$ cat config.mk
export PLATFORM = sky130hd
export DESIGN_NAME = hazard_scoreboard
export DESIGN_NICKNAME = d
export VERILOG_FILES = /design/src/rtl/hazard_scoreboard.sv
export SDC_FILE = /design/constraint.sdc
export NUM_CORES = 1
export LEC_CHECK = 0
export CORE_UTILIZATION = 40
export CTS_BUF_LIST = sky130_fd_sc_hd__clkbuf_8
export DETAILED_ROUTE_END_ITERATION = 16
export GPL_TIMING_DRIVEN = 0
export REMOVE_ABC_BUFFERS = 1
export SLEW_MARGIN = 20
export SYNTH_ARGS = -nofsm -noshare
export SYNTH_HDL_FRONTEND = slang
export SYNTH_SLANG_ARGS = --single-unit
$ cat constraint.sdc
create_clock -name clk -period 6.65 [get_ports clk]
set_clock_uncertainty 0.05 [all_clocks]
set_input_delay 0.665 -clock clk [delete_from_list [all_inputs] [get_ports clk]]
set_output_delay 0.665 -clock clk [all_outputs]
set_load 0.005 [all_outputs]
$ cat src/rtl/hazard_scoreboard.sv
// ID-stage RAW hazard scoreboard: per-register stall down-counters gate issue into EXE.
// Define HAZARD_FORWARD_EN for per-type latencies (load/ALU); otherwise WB_STALL applies to every writer.
module hazard_scoreboard #(
    parameter int REG_ADDR_W = 5,
    parameter int LOAD_STALL = 1,
    parameter int ALU_STALL  = 0,
    parameter int WB_STALL   = 2,
    parameter int STAT_W     = 16
) (
    input  logic                  clk,
    input  logic                  rst_n,
    input  logic                  id_valid,
    input  logic [REG_ADDR_W-1:0] src1_id,
    input  logic [REG_ADDR_W-1:0] src2_id,
    input  logic                  is_imm,
    input  logic                  st_or_bne,
    input  logic [REG_ADDR_W-1:0] dest_id,
    input  logic                  wb_en_id,
    input  logic                  mem_r_en_id,
    input  logic                  flush,
    input  logic                  stat_clr,
    output logic                  hazard_detected,
    output logic                  id_issue,
    output logic [STAT_W-1:0]     stall_count
);

    localparam int NUM_REGS   = 2 ** REG_ADDR_W;
    localparam int MAX_LA     = (LOAD_STALL > ALU_STALL) ? LOAD_STALL : ALU_STALL;
    localparam int MAX_STALL  = (MAX_LA > WB_STALL) ? MAX_LA : WB_STALL;
    localparam int CNT_W      = (MAX_STALL > 0) ? $clog2(MAX_STALL + 1) : 1;

    localparam logic [CNT_W-1:0]  LOAD_LAT = CNT_W'(LOAD_STALL);
    localparam logic [CNT_W-1:0]  ALU_LAT  = CNT_W'(ALU_STALL);
    localparam logic [CNT_W-1:0]  WB_LAT   = CNT_W'(WB_STALL);
    localparam logic [STAT_W-1:0] STAT_MAX = '1;

    // Register 0 is hardwired zero, so it never gets a counter.
    logic [CNT_W-1:0]    cnt [1:NUM_REGS-1];
    logic [NUM_REGS-1:0] busy;
    logic                src2_used;
    logic                hazard;
    logic                issue;
    logic                sb_wr;
    logic [CNT_W-1:0]    new_lat;

`ifdef HAZARD_FORWARD_EN
    assign new_lat = mem_r_en_id ? LOAD_LAT : ALU_LAT;
`else
    logic unused_mem_r_en;
    assign unused_mem_r_en = mem_r_en_id;
    assign new_lat = WB_LAT;
`endif

    always_comb begin
        // NOTE: default assignment first so no path leaves busy unassigned (no latch).
        busy = '0;
        for (int r = 1; r < NUM_REGS; r++) begin
            busy[r] = (cnt[r] != '0);
        end
    end

    assign src2_used = ~is_imm | st_or_bne;
    assign hazard    = id_valid & ~flush & (busy[src1_id] | (src2_used & busy[src2_id]));
    assign issue     = id_valid & ~flush & ~hazard;
    assign sb_wr     = issue & wb_en_id & (dest_id != '0);

    assign hazard_detected = hazard;
    assign id_issue        = issue;

    // A fresh issue to a register replaces whatever is pending there (newest producer wins).
    always_ff @(posedge clk or negedge rst_n) begin
        if (!rst_n) begin
            // NOTE: the scoreboard is flops, not RAM, and must come up empty, so every entry is reset.
            for (int r = 1; r < NUM_REGS; r++) begin
                cnt[r] <= '0;
            end
        end else begin
            // NOTE: non-blocking assignments for all sequential state.
            for (int r = 1; r < NUM_REGS; r++) begin
                if (sb_wr && (dest_id == REG_ADDR_W'(r))) begin
                    cnt[r] <= new_lat;
                end else if (cnt[r] != '0) begin
                    cnt[r] <= cnt[r] - 1'b1;
                end
            end
        end
    end

    // Clear wins over increment; the count sticks at all-ones instead of wrapping.
    always_ff @(posedge clk or negedge rst_n) begin
        if (!rst_n) begin
            stall_count <= '0;
        end else if (stat_clr) begin
            stall_count <= '0;
        end else if (hazard && (stall_count != STAT_MAX)) begin
            stall_count <= stall_count + 1'b1;
        end
    end

endmodule

==> summary.md, run 1 <==
| Metric | Value |
|---|---|
| Run status | finished clean |
| Power share of the clock group | 16.0% |
| Die Span X | 117 µm |
| Final Core Density | 47.5% |
| Worst min path class | primary input to asynchronous set/reset pin |
| Peak fanout along the critical path | 34 |
| Ys async rst share | 100% |
| Drt pass-1 iters | 4 |
| Residual DRC | 0 |
| Synthesized area | 5270 µm² |
| Max-cap viol count | 0 |
| Die area | 13,600 µm² |
| Vias in the first global route | 4,145 |
| Synth Area in XOR/XNOR | 5.16% |
| Finished Cell Area | 6040 µm² |
| CP bufs+invs | 3 |
| Sw frac | 37.5% |
| Final wirelength | 12,500 µm |
| CTS Hold Buffers Added | 0 |
| Wirelength per Cell | 16.9 µm |
| First-pass GRT wire length | 20,700 µm |
| I/O pin count | 42 |
| Routed via count | 3,975 |
| Achievable Freq | 0.198 GHz |
| Post_cts resized | 0 |
| Post-route antenna net violation count | 0 |
| Final min period | 5.06 ns |
| Die Y-Extent | 117 µm |
| Sequential area share after synthesis | 37.1% |
| Max clock buf depth | 2 |
| Comb power frac | 51.5% |
| Place WS | 1.14 ns |
| GP Congestion | 0.782 |
| Leakage power | 2.79 nW |
| Max stage delay on crit path | 0.94 ns |
| Final Net Count | 649 |
| CTS tree | done |
| Layout area overhead | 14.8% |
| Clock buffer count from CTS | 9 |
| Congestion Overflow GR | 0 |
| Most frequent cells in the layout | dfrtp_1 (78), inv_1 (67), ha_1 (62) |
| Syn Area/Cell | 9.96 µm² |
| Clock Latency Late Sink | 0.36 ns |
| YS warnings | 0 |
| Largest family of logic cells by synthesized area | adder cells |
| PD cells | 401 nW/µm² |
| Slew @ Worst Pin | 0.899 ns |
| Rows | 41 |
| EDFF count, synth | 0 |
| Final WS setup | 1.59 ns |
| CP Launch Type | primary input |
| Layout cell share with drive strength beyond 1 | 11.4% |
| Area after DPL | 5820 µm² |
| Sw power | 0.908 mW |
| Post-synthesis mux area share | 12.7% |
| Final hold viol count | 0 |
| Compound-Gate Fraction of Synth Area | 12.0% |
| Largest net degree at the start of global routing | 55 |
| VDD IR max | 0.000120 V |
| Fin Setup TNS | 0 ns |
| Cell Chain, Critical Path | clkdlybuf4s50_1 -> mux2i_1 -> a221oi_1 -> a311oi_1 -> o31ai_1 -> o31a_2 -> nand2_1 -> inv_1 -> clkdlybuf4s50_1 |
| Clock sinks | 78 |
| Crit. End Element | output port |
| DP Wirelength | 9120 µm |
| Vias per cell | 5.37 |
| Crit path DAT | 4.35 ns |
| Netlist cell types | 49 |
| CP max-delay cell | clkdlybuf4s50_1 |
| Cell mode on critical path | clkdlybuf4s50_1 |
| Slew Viols, Final | 0 |
| Post CTS Setup Buffer Count | 0 |
| Reg power frac | 32.6% |
| GRT Resource Usage Total | 20.5% |
| Setup-failing EPs final | 0 |
| Total core area | 12,700 µm² |
| Most common cell after layout, fill and taps aside | dfrtp_1 |
| CTS H-tree lvls | 3 |
| CP Class | primary input to output port |
| RSZ-0062 raised after global routing | no |
| Delay-heaviest family, CP | buffers and inverters |
| Post-Synth Simple-Gate Area | 11.8% |
| DRT iter0 DRCs | 173 |
| Synth Area in Adders | 14.7% |
| Final worst path period share | 76.1% |
| Required @ worst endpoint | 5.93 ns |
| Ant. Diodes | 0 |
| Root Driver | clkbuf_8 |
| Main synth FF type | dfrtp_1 |
| Worst-path clk slew | 0.07 ns |
| IO buf count | 40 |
| Filler cells | 1,238 |
| Initial antenna violation count | 0 |
| Slew margin rel. | 40.0% |
| Internal Pwr Total | 1.51 mW |
| Cells after synthesis | 529 |
| Initial Util | 41.4% |
| FF+latch count, synth | 78 |
-- Yosys cell counts (all sizes together) (2+ instances only) --
master | count | area [µm²]
mux4 | 11 | 252
mux2i | 8 | 80.1
buf | 6 | 47.5
xor2 | 31 | 272
clkbuf | 13 | 48.8
nor2b | 9 | 56.3
nand3b | 3 | 22.5
and3 | 8 | 50.1
nor3 | 2 | 10.0
nor4 | 4 | 25.0
or4 | 6 | 45.0
nand2b | 3 | 18.8
and2 | 5 | 31.3
o31ai | 14 | 105
a221o | 2 | 20.0
or2 | 2 | 12.5
a31oi | 9 | 56.3
dfrtp | 78 | 1950
o21ai | 26 | 130
inv | 67 | 251
a221oi | 2 | 17.5
or3 | 6 | 37.5
nand3 | 9 | 45.0
a21oi | 38 | 190
nand2 | 25 | 93.8
nor2 | 27 | 101
ha | 62 | 776
o221ai | 2 | 17.5
nand4 | 6 | 37.5
mux2 | 30 | 338
-- state kept, by name (all words and copies together) (netlist names) --
| register | flops |
|---|---|
| cnt | 62 |
| stall_count | 16 |
-- power groups by stage --
stage / clock (mW) / sequential, mW / combinational (mW)
6_report: 0.386 / 0.789 / 1.25
5_1_grt: 0.420 / 0.812 / 1.44
4_1_cts: 0.399 / 0.790 / 1.26
3_5_place_dp: 0 / 0.799 / 1.26
3_3_place_gp: 0 / 0.787 / 1.18
2_1_floorplan: 0 / 0.777 / 0.969
-- logic make-up (layout without fill, tap and decap cells) --
logic type               after synthesis  after routing
flip-flops                            78             78
buffers and inverters                 86            125
AND/OR/NAND/NOR                      119            119
adder cells (fa/ha/maj)               62             62
AO/OA/AOI/OAI                        104            104
XOR/XNOR                              31             31
multiplexers                          49             49
-- metal layers --
metal / track usage [%] / routed length [µm]
met5: 0 / 0
met4: 8.61 / 348
met3: 4.72 / 681
met2: 34.6 / 5820
met1: 25.1 / 5660
-- final cells by class --
class | count | area, µm² | share of cell area (%)
flip-flops and latches | 78 | 1950 | 32.3
inverters | 67 | 251 | 4.16
well taps | 172 | 215 | 3.56
clock buffers | 13 | 179 | 2.96
repair buffers | 42 | 430 | 7.12
clock inverters | 3 | 40.0 | 0.662
multi-input cells | 365 | 2980 | 49.2
-- final timing paths --
path                            start               to  slack [ns]  depth (start not counted)
max                        src2_id[2]         id_issue        1.59                          9
min                             rst_n          cnt[61]        0.17                          1
max reg2reg                   cnt[40]          cnt[59]        3.47                          9
min reg2reg                   cnt[57]          cnt[57]        0.45                          2
max in group asynchronous       rst_n  stall_count[10]        5.80                          2
min in group clk              cnt[57]          cnt[57]        0.45                          2
-- per-stage QoR --
step	power, mW	std cells	hold slack, ns
floorplan	1.75	510	0.319
global placement	1.96	722	0.423
detailed placement	2.06	724	0.436
CTS	2.45	740	0.160
global route	2.67	740	0.176
finish	2.42	740	0.167
No activity file was read; power rests on OpenSTA's default activity.
==> run 2: changes to the inputs <==
- clock period: 6.65 -> 4.9 ns (I/O delays scaled with it)
==> run 2 against run 1 <==
Wire length is essentially flat. Flip-flop and latch count is the same. First-iteration DRC count grew 6.4%. Worst hold slack gained 0.28 ns. Clock power grew 36%. Final area grew 0.33%. Sequential share of layout area shrank 0.11 points. Global-route usage is the same. Core utilization grew 0.16 points. Non-clock buffer count grew 1. Die area is the same. Sequential power grew 36%. Highest routed layer unchanged.
==> summary.md, run 2 (same netlist as run 1, synthesis figures left out) <==
| Metric | Value |
|---|---|
| Tot Pwr | 3.29 mW |
| Worst setup startpoint | src2_id[2] |
| Register area | 1950 µm² |
| Crit path DAT | 4.00 ns |
| CP max-delay cell | clkdlybuf4s50_1 |
| PD cells | 543 nW/µm² |
| Cell mode on critical path | clkdlybuf4s50_1 |
| Achievable Freq | 0.220 GHz |
| Root Driver | clkbuf_8 |
| Clock Latency Late Sink | 0.36 ns |
| Initial antenna violation count | 0 |
| Final Net Count | 650 |
| Hold wc startpoint | cnt[57] |
| RSZ-0062 raised after global routing | no |
| Layout cell share with drive strength beyond 1 | 11.4% |
| Final min period | 4.54 ns |
| Area of the multi-input gates | 2980 µm² |
| CTS tree | done |
| Final WS setup | 0.355 ns |
| Initial Util | 41.4% |
| CP Class | primary input to output port |
| Place WS | -0.264 ns |
| Top Registers | cnt (62), stall_count (16) |
| Max-cap viol count | 0 |
| CP bufs+invs | 3 |
| Rows | 41 |
| Max clock buf depth | 2 |
| IO buf count | 40 |
| Delay-heaviest family, CP | buffers and inverters |
| Worst reg2reg path startpoint | cnt[40] |
| Congestion Overflow GR | 0 |
| Most common cell after layout, fill and taps aside | dfrtp_1 |
| Clock buffer count from CTS | 9 |
| Residual DRC | 0 |
| Most frequent cells in the layout | dfrtp_1 (78), inv_1 (67), ha_1 (62) |
| GRT Resource Usage Total | 20.5% |
| Required @ worst endpoint | 4.36 ns |
| Die area | 13,600 µm² |
| Drt pass-1 iters | 4 |
| Layout area overhead | 15.2% |
| Vias in the first global route | 4,145 |
| Total core area | 12,700 µm² |
| Slew margin rel. | 38.3% |
| Max reg flops | 62 |
| GP Congestion | 0.782 |
| Die Span X | 117 µm |
| Run status | finished clean |
| Crit. End Element | output port |
| Area after DPL | 5820 µm² |
| Wirelength per Cell | 16.9 µm |
| Slew Viols, Final | 0 |
| Finished Cell Area | 6060 µm² |
| VDD IR max | 0.000164 V |
| Post-route antenna net violation count | 0 |
| Die Y-Extent | 117 µm |
| Slew @ Worst Pin | 0.924 ns |
| Vias per cell | 5.39 |
| Cell Chain, Critical Path | clkdlybuf4s50_1 -> mux2i_1 -> a221oi_1 -> a311oi_1 -> o31ai_1 -> o31a_4 -> nand2_1 -> inv_1 -> clkdlybuf4s50_1 |
| Peak fanout along the critical path | 34 |
| Largest net degree at the start of global routing | 55 |
| Routed via count | 3,992 |
| Filler cells | 1,234 |
| Final wirelength | 12,500 µm |
| CP Launch Type | primary input |
| Setup-failing EPs final | 0 |
| First-pass GRT wire length | 20,700 µm |
| Ant. Diodes | 0 |
| Final hold viol count | 0 |
| Leakage power | 2.80 nW |
| CTS H-tree lvls | 3 |
| I/O pin count | 42 |
| Final worst path period share | 92.8% |
| Worst min path class | flip-flop to flip-flop |
| Worst-path clk slew | 0.07 ns |
| Most flops, register | cnt |
| DRT iter0 DRCs | 184 |
| Clock sinks | 78 |
| Max stage delay on crit path | 0.93 ns |
| DP Wirelength | 9120 µm |
run 2: per-layer routing:
| metal | track usage, % | wire, µm |
|---|---|---|
| met5 | 0 | 0 |
| met3 | 4.72 | 788 |
| met2 | 34.6 | 5890 |
| met4 | 8.61 | 284 |
| met1 | 25.1 | 5550 |
run 2: cell type report:
class,count,area share (%)
multi-input combinational,365,49.2
sequential,78,32.2
timing repair buffer,43,7.30
inverter,67,4.15
tap,172,3.55
clock buffer,13,2.95
clock inverter,3,0.660
run 2: final timing paths:
check | end | slack (ns) | cells past startpoint
max | id_issue | 0.36 | 9
min | cnt[57] | 0.45 | 2
max reg2reg | cnt[61] | 1.71 | 9
min reg2reg | cnt[57] | 0.45 | 2
max in group asynchronous | stall_count[10] | 3.67 | 3
min in group asynchronous | cnt[29] | 0.54 | 2
run 2: worst min-delay path: cells and delay by family (launching register included):
family             cells  cell delay [ns]
AOI/OAI and AO/OA      1             0.06
DFF                    1             0.35
and+or+nand+nor        1             0.06
run 2: stage by stage:
| stage | hold WS (ns) | utilization [%] | std cells | setup TNS (ns) |
|---|---|---|---|---|
| finish | 0.448 | 47.7 | 741 | 0 |
| global route | 0.494 | 47.7 | 741 | 0 |
| CTS | 0.456 | 47.6 | 741 | 0 |
| detailed placement | 0.378 | 45.8 | 724 | -0.264 |
| global placement | 0.423 | 45.5 | 722 | -0.246 |
| floorplan | 0.144 | - | 510 | 0 |
run 2: power by group:
group | internal [mW] | total, mW | switching [mW] | leakage, nW
sequential | 0.940 | 1.07 | 0.130 | 0.949
combinational | 0.828 | 1.69 | 0.867 | 1.74
clock | 0.290 | 0.526 | 0.236 | 0.115
total | 2.06 | 3.29 | 1.23 | 2.80
run 2: timing repair:
item,in CTS,in global routing
gates resized for setup,1,2
hold buffers,1,0
hold endpoints to repair,24,0
setup buffers,0,0
setup endpoints to repair,1,1
==> run 3: changes to the inputs <==
- ABC_AREA: default -> 1
- CORE_UTILIZATION: 40 -> 61
- PLACE_DENSITY: default -> 0.83
==> run 3 against run 2 <==
Combinational power hardly changed. Fmax rose by 7.0%. First-iteration DRC count increased by 85%. Largest cell class unchanged.
==> summary.md, run 3 <==
| Metric | Value |
|---|---|
| PD cells | 543 nW/µm² |
| Final min period | 4.25 ns |
| Run status | finished clean |
| Met3 wire len | 916 µm |
| Max reg flops | 62 |
| Layout cell share with drive strength beyond 1 | 3.27% |
| Ys async rst share | 100% |
| Routed metal-1 wirelength | 5410 µm |
| Final worst path period share | 86.7% |
| Syn Area/Cell | 7.53 µm² |
| Residual DRC | 0 |
| Slew margin rel. | 42.6% |
| Vias in the first global route | 4,852 |
| CTS tree | done |
| VDD IR max | 0.000307 V |
| Worst-path clk slew | 0.09 ns |
| Most frequent cells in the layout | nand2_1 (180), inv_1 (110), dfrtp_1 (78) |
| YS warnings | 0 |
| CP bufs+invs | 3 |
| Wirelength per Cell | 14.7 µm |
| Cells after synthesis | 727 |
| Share of the synthesized area in the top cell type | 35.7% |
| Highest Signal Layer | met4 |
| Initial Util | 62.8% |
| Worst min path class | primary input to asynchronous set/reset pin |
| Main synth FF type | dfrtp_1 |
| Required @ worst endpoint | 4.36 ns |
| CP max-delay cell | clkdlybuf4s50_1 |
| Top Registers | cnt (62), stall_count (16) |
| Max-cap viol count | 0 |
| Max stage delay on crit path | 1.03 ns |
| Post CTS Setup Buffer Count | 0 |
| FF+latch count, synth | 78 |
| Final Net Count | 846 |
| Fin Setup TNS | 0 ns |
| CTS Hold Buffers Added | 0 |
| Routed via count | 4,814 |
| Slew Viols, Final | 0 |
| Rows | 34 |
| Max clock buf depth | 2 |
| Most common cell after layout, fill and taps aside | nand2_1 |
| Drt pass-1 iters | 5 |
| Crit. End Element | output port |
| Setup-failing EPs final | 0 |
| Leakage power | 3.24 nW |
| Crit path DAT | 3.71 ns |
| Netlist cell types | 27 |
| Post-route antenna net violation count | 0 |
| Cell Chain, Critical Path | clkdlybuf4s50_1 -> inv_1 -> nand2_1 -> nand3_1 -> nand3_1 -> nand3_1 -> nand3b_1 -> nand2_1 -> a21oi_1 -> clkdlybuf4s50_1 |
| Initial antenna violation count | 0 |
| CP Launch Type | primary input |
| Root Driver | clkbuf_8 |
| Tot Pwr | 3.33 mW |
| Synthesized area | 5470 µm² |
| Layout area overhead | 11.9% |
| Most frequent cell after synthesis | nand2_1 |
| EDFF count, synth | 0 |
| Synth top cells by count | nand2_1 (180), inv_1 (110), dfrtp_1 (78) |
| DP Wirelength | 9030 µm |
| Total core area | 8720 µm² |
| Clock sinks | 78 |
| Congestion Overflow GR | 0 |
| IO buf count | 40 |
| Vias per cell | 5.52 |
| First-pass GRT wire length | 21,800 µm |
| Final wirelength | 12,900 µm |
| Clock Latency Late Sink | 0.36 ns |
| Die Y-Extent | 96.7 µm |
| Yosys top cell by area | dfrtp_1 |
| Most flops, register | cnt |
| Largest net degree at the start of global routing | 47 |
| Die area | 9350 µm² |
| Delay-heaviest family, CP | buffers and inverters |
| Clock buffer count from CTS | 9 |
| GP Congestion | 0.908 |
| RSZ-0062 raised after global routing | no |
| Detail Route met2 WL | 6160 µm |
| Sequential area share after synthesis | 35.7% |
| DRT iter0 DRCs | 340 |
| Slew @ Worst Pin | 0.859 ns |
| GRT Resource Usage Total | 28.7% |
| Peak fanout along the critical path | 21 |
| Final hold viol count | 0 |
| Synth area leaders | dfrtp_1 (36%), ha_1 (14%), nand2_1 (12%), inv_1 (7.5%), xor2_1 (7.0%) |
| Ant. Diodes | 0 |
| Die Span X | 96.7 µm |
| CP Class | primary input to output port |
| Achievable Freq | 0.235 GHz |
| CTS H-tree lvls | 3 |
| Cell mode on critical path | nand3_1 |
| I/O pin count | 42 |
| Post_cts resized | 0 |
run 3: cell types whose count changed after synthesis, moves of 9 or more:
cell,previous run,this run
a21oi_1,38,62
a31oi_1,9,0
clkbuf_1,13,3
inv_1,67,110
mux2_2,30,0
mux4_2,10,0
nand2_1,25,180
nand3_1,9,68
nor2_1,27,71
nor2b_1,9,0
o21ai_0,26,9
o31ai_1,14,0
xor2_1,31,44
run 3: logic make-up (layout without fill, tap and decap cells):
group                    Yosys count  in the layout  synth area share, %
buffers and inverters            130            167                 10.1
AO/OA/AOI/OAI                     75             75                 6.86
flip-flops                        78             78                 35.7
AND/OR/NAND/NOR                  338            338                 26.1
XOR/XNOR                          44             44                 7.04
adder cells (fa/ha/maj)           62             62                 14.2
run 3: worst paths after layout:
| path | endpoint | slack [ns] | cells past startpoint | start |
|---|---|---|---|---|
| max | hazard_detected | 0.65 | 10 | src1_id[0] |
| max reg2reg | cnt[15] | 2.23 | 12 | cnt[22] |
| min reg2reg | cnt[21] | 0.44 | 2 | cnt[21] |
| min | cnt[41] | 0.03 | 1 | rst_n |
| max in group asynchronous | cnt[21] | 4.17 | 2 | rst_n |
| min in group clk | cnt[21] | 0.44 | 2 | cnt[21] |
run 3: report_power, final:
part	internal, mW	switching, mW
Combinational	0.681	0.987
Sequential	0.941	0.162
Clock	0.311	0.246
Total	1.93	1.39
run 3: metal layers:
layer / GRT usage [%] / vias to the layer above
li1: - / 2332
met1: 36.6 / 2255
met2: 48.2 / 194
met3: 4.12 / 33
met4: 13.2 / 0
met5: 0 / -
run 3: area by class of cell:
cell class / count / area [µm²]
clock buffer: 11 / 151
clock inverter: 4 / 70.1
fill: 687 / 2600
inverter: 111 / 419
multi-input combinational: 519 / 2970
sequential: 78 / 1950
tap: 108 / 135
timing repair buffer: 41 / 425
run 3: metrics by stage:
step | cells | utilization, % | hold slack, ns | area (µm²) | setup WS (ns)
5_1_grt | 872 | 70.2 | 0.0622 | 6120 | 0.481
3_3_place_gp | 856 | 67.3 | 0.416 | 5870 | 0.521
3_5_place_dp | 857 | 67.7 | 0.424 | 5900 | 0.761
6_report | 872 | 70.2 | 0.0282 | 6120 | 0.651
2_1_floorplan | 708 | - | 0.144 | 5340 | 2.67
4_1_cts | 872 | 70.2 | 0.0437 | 6120 | 0.735
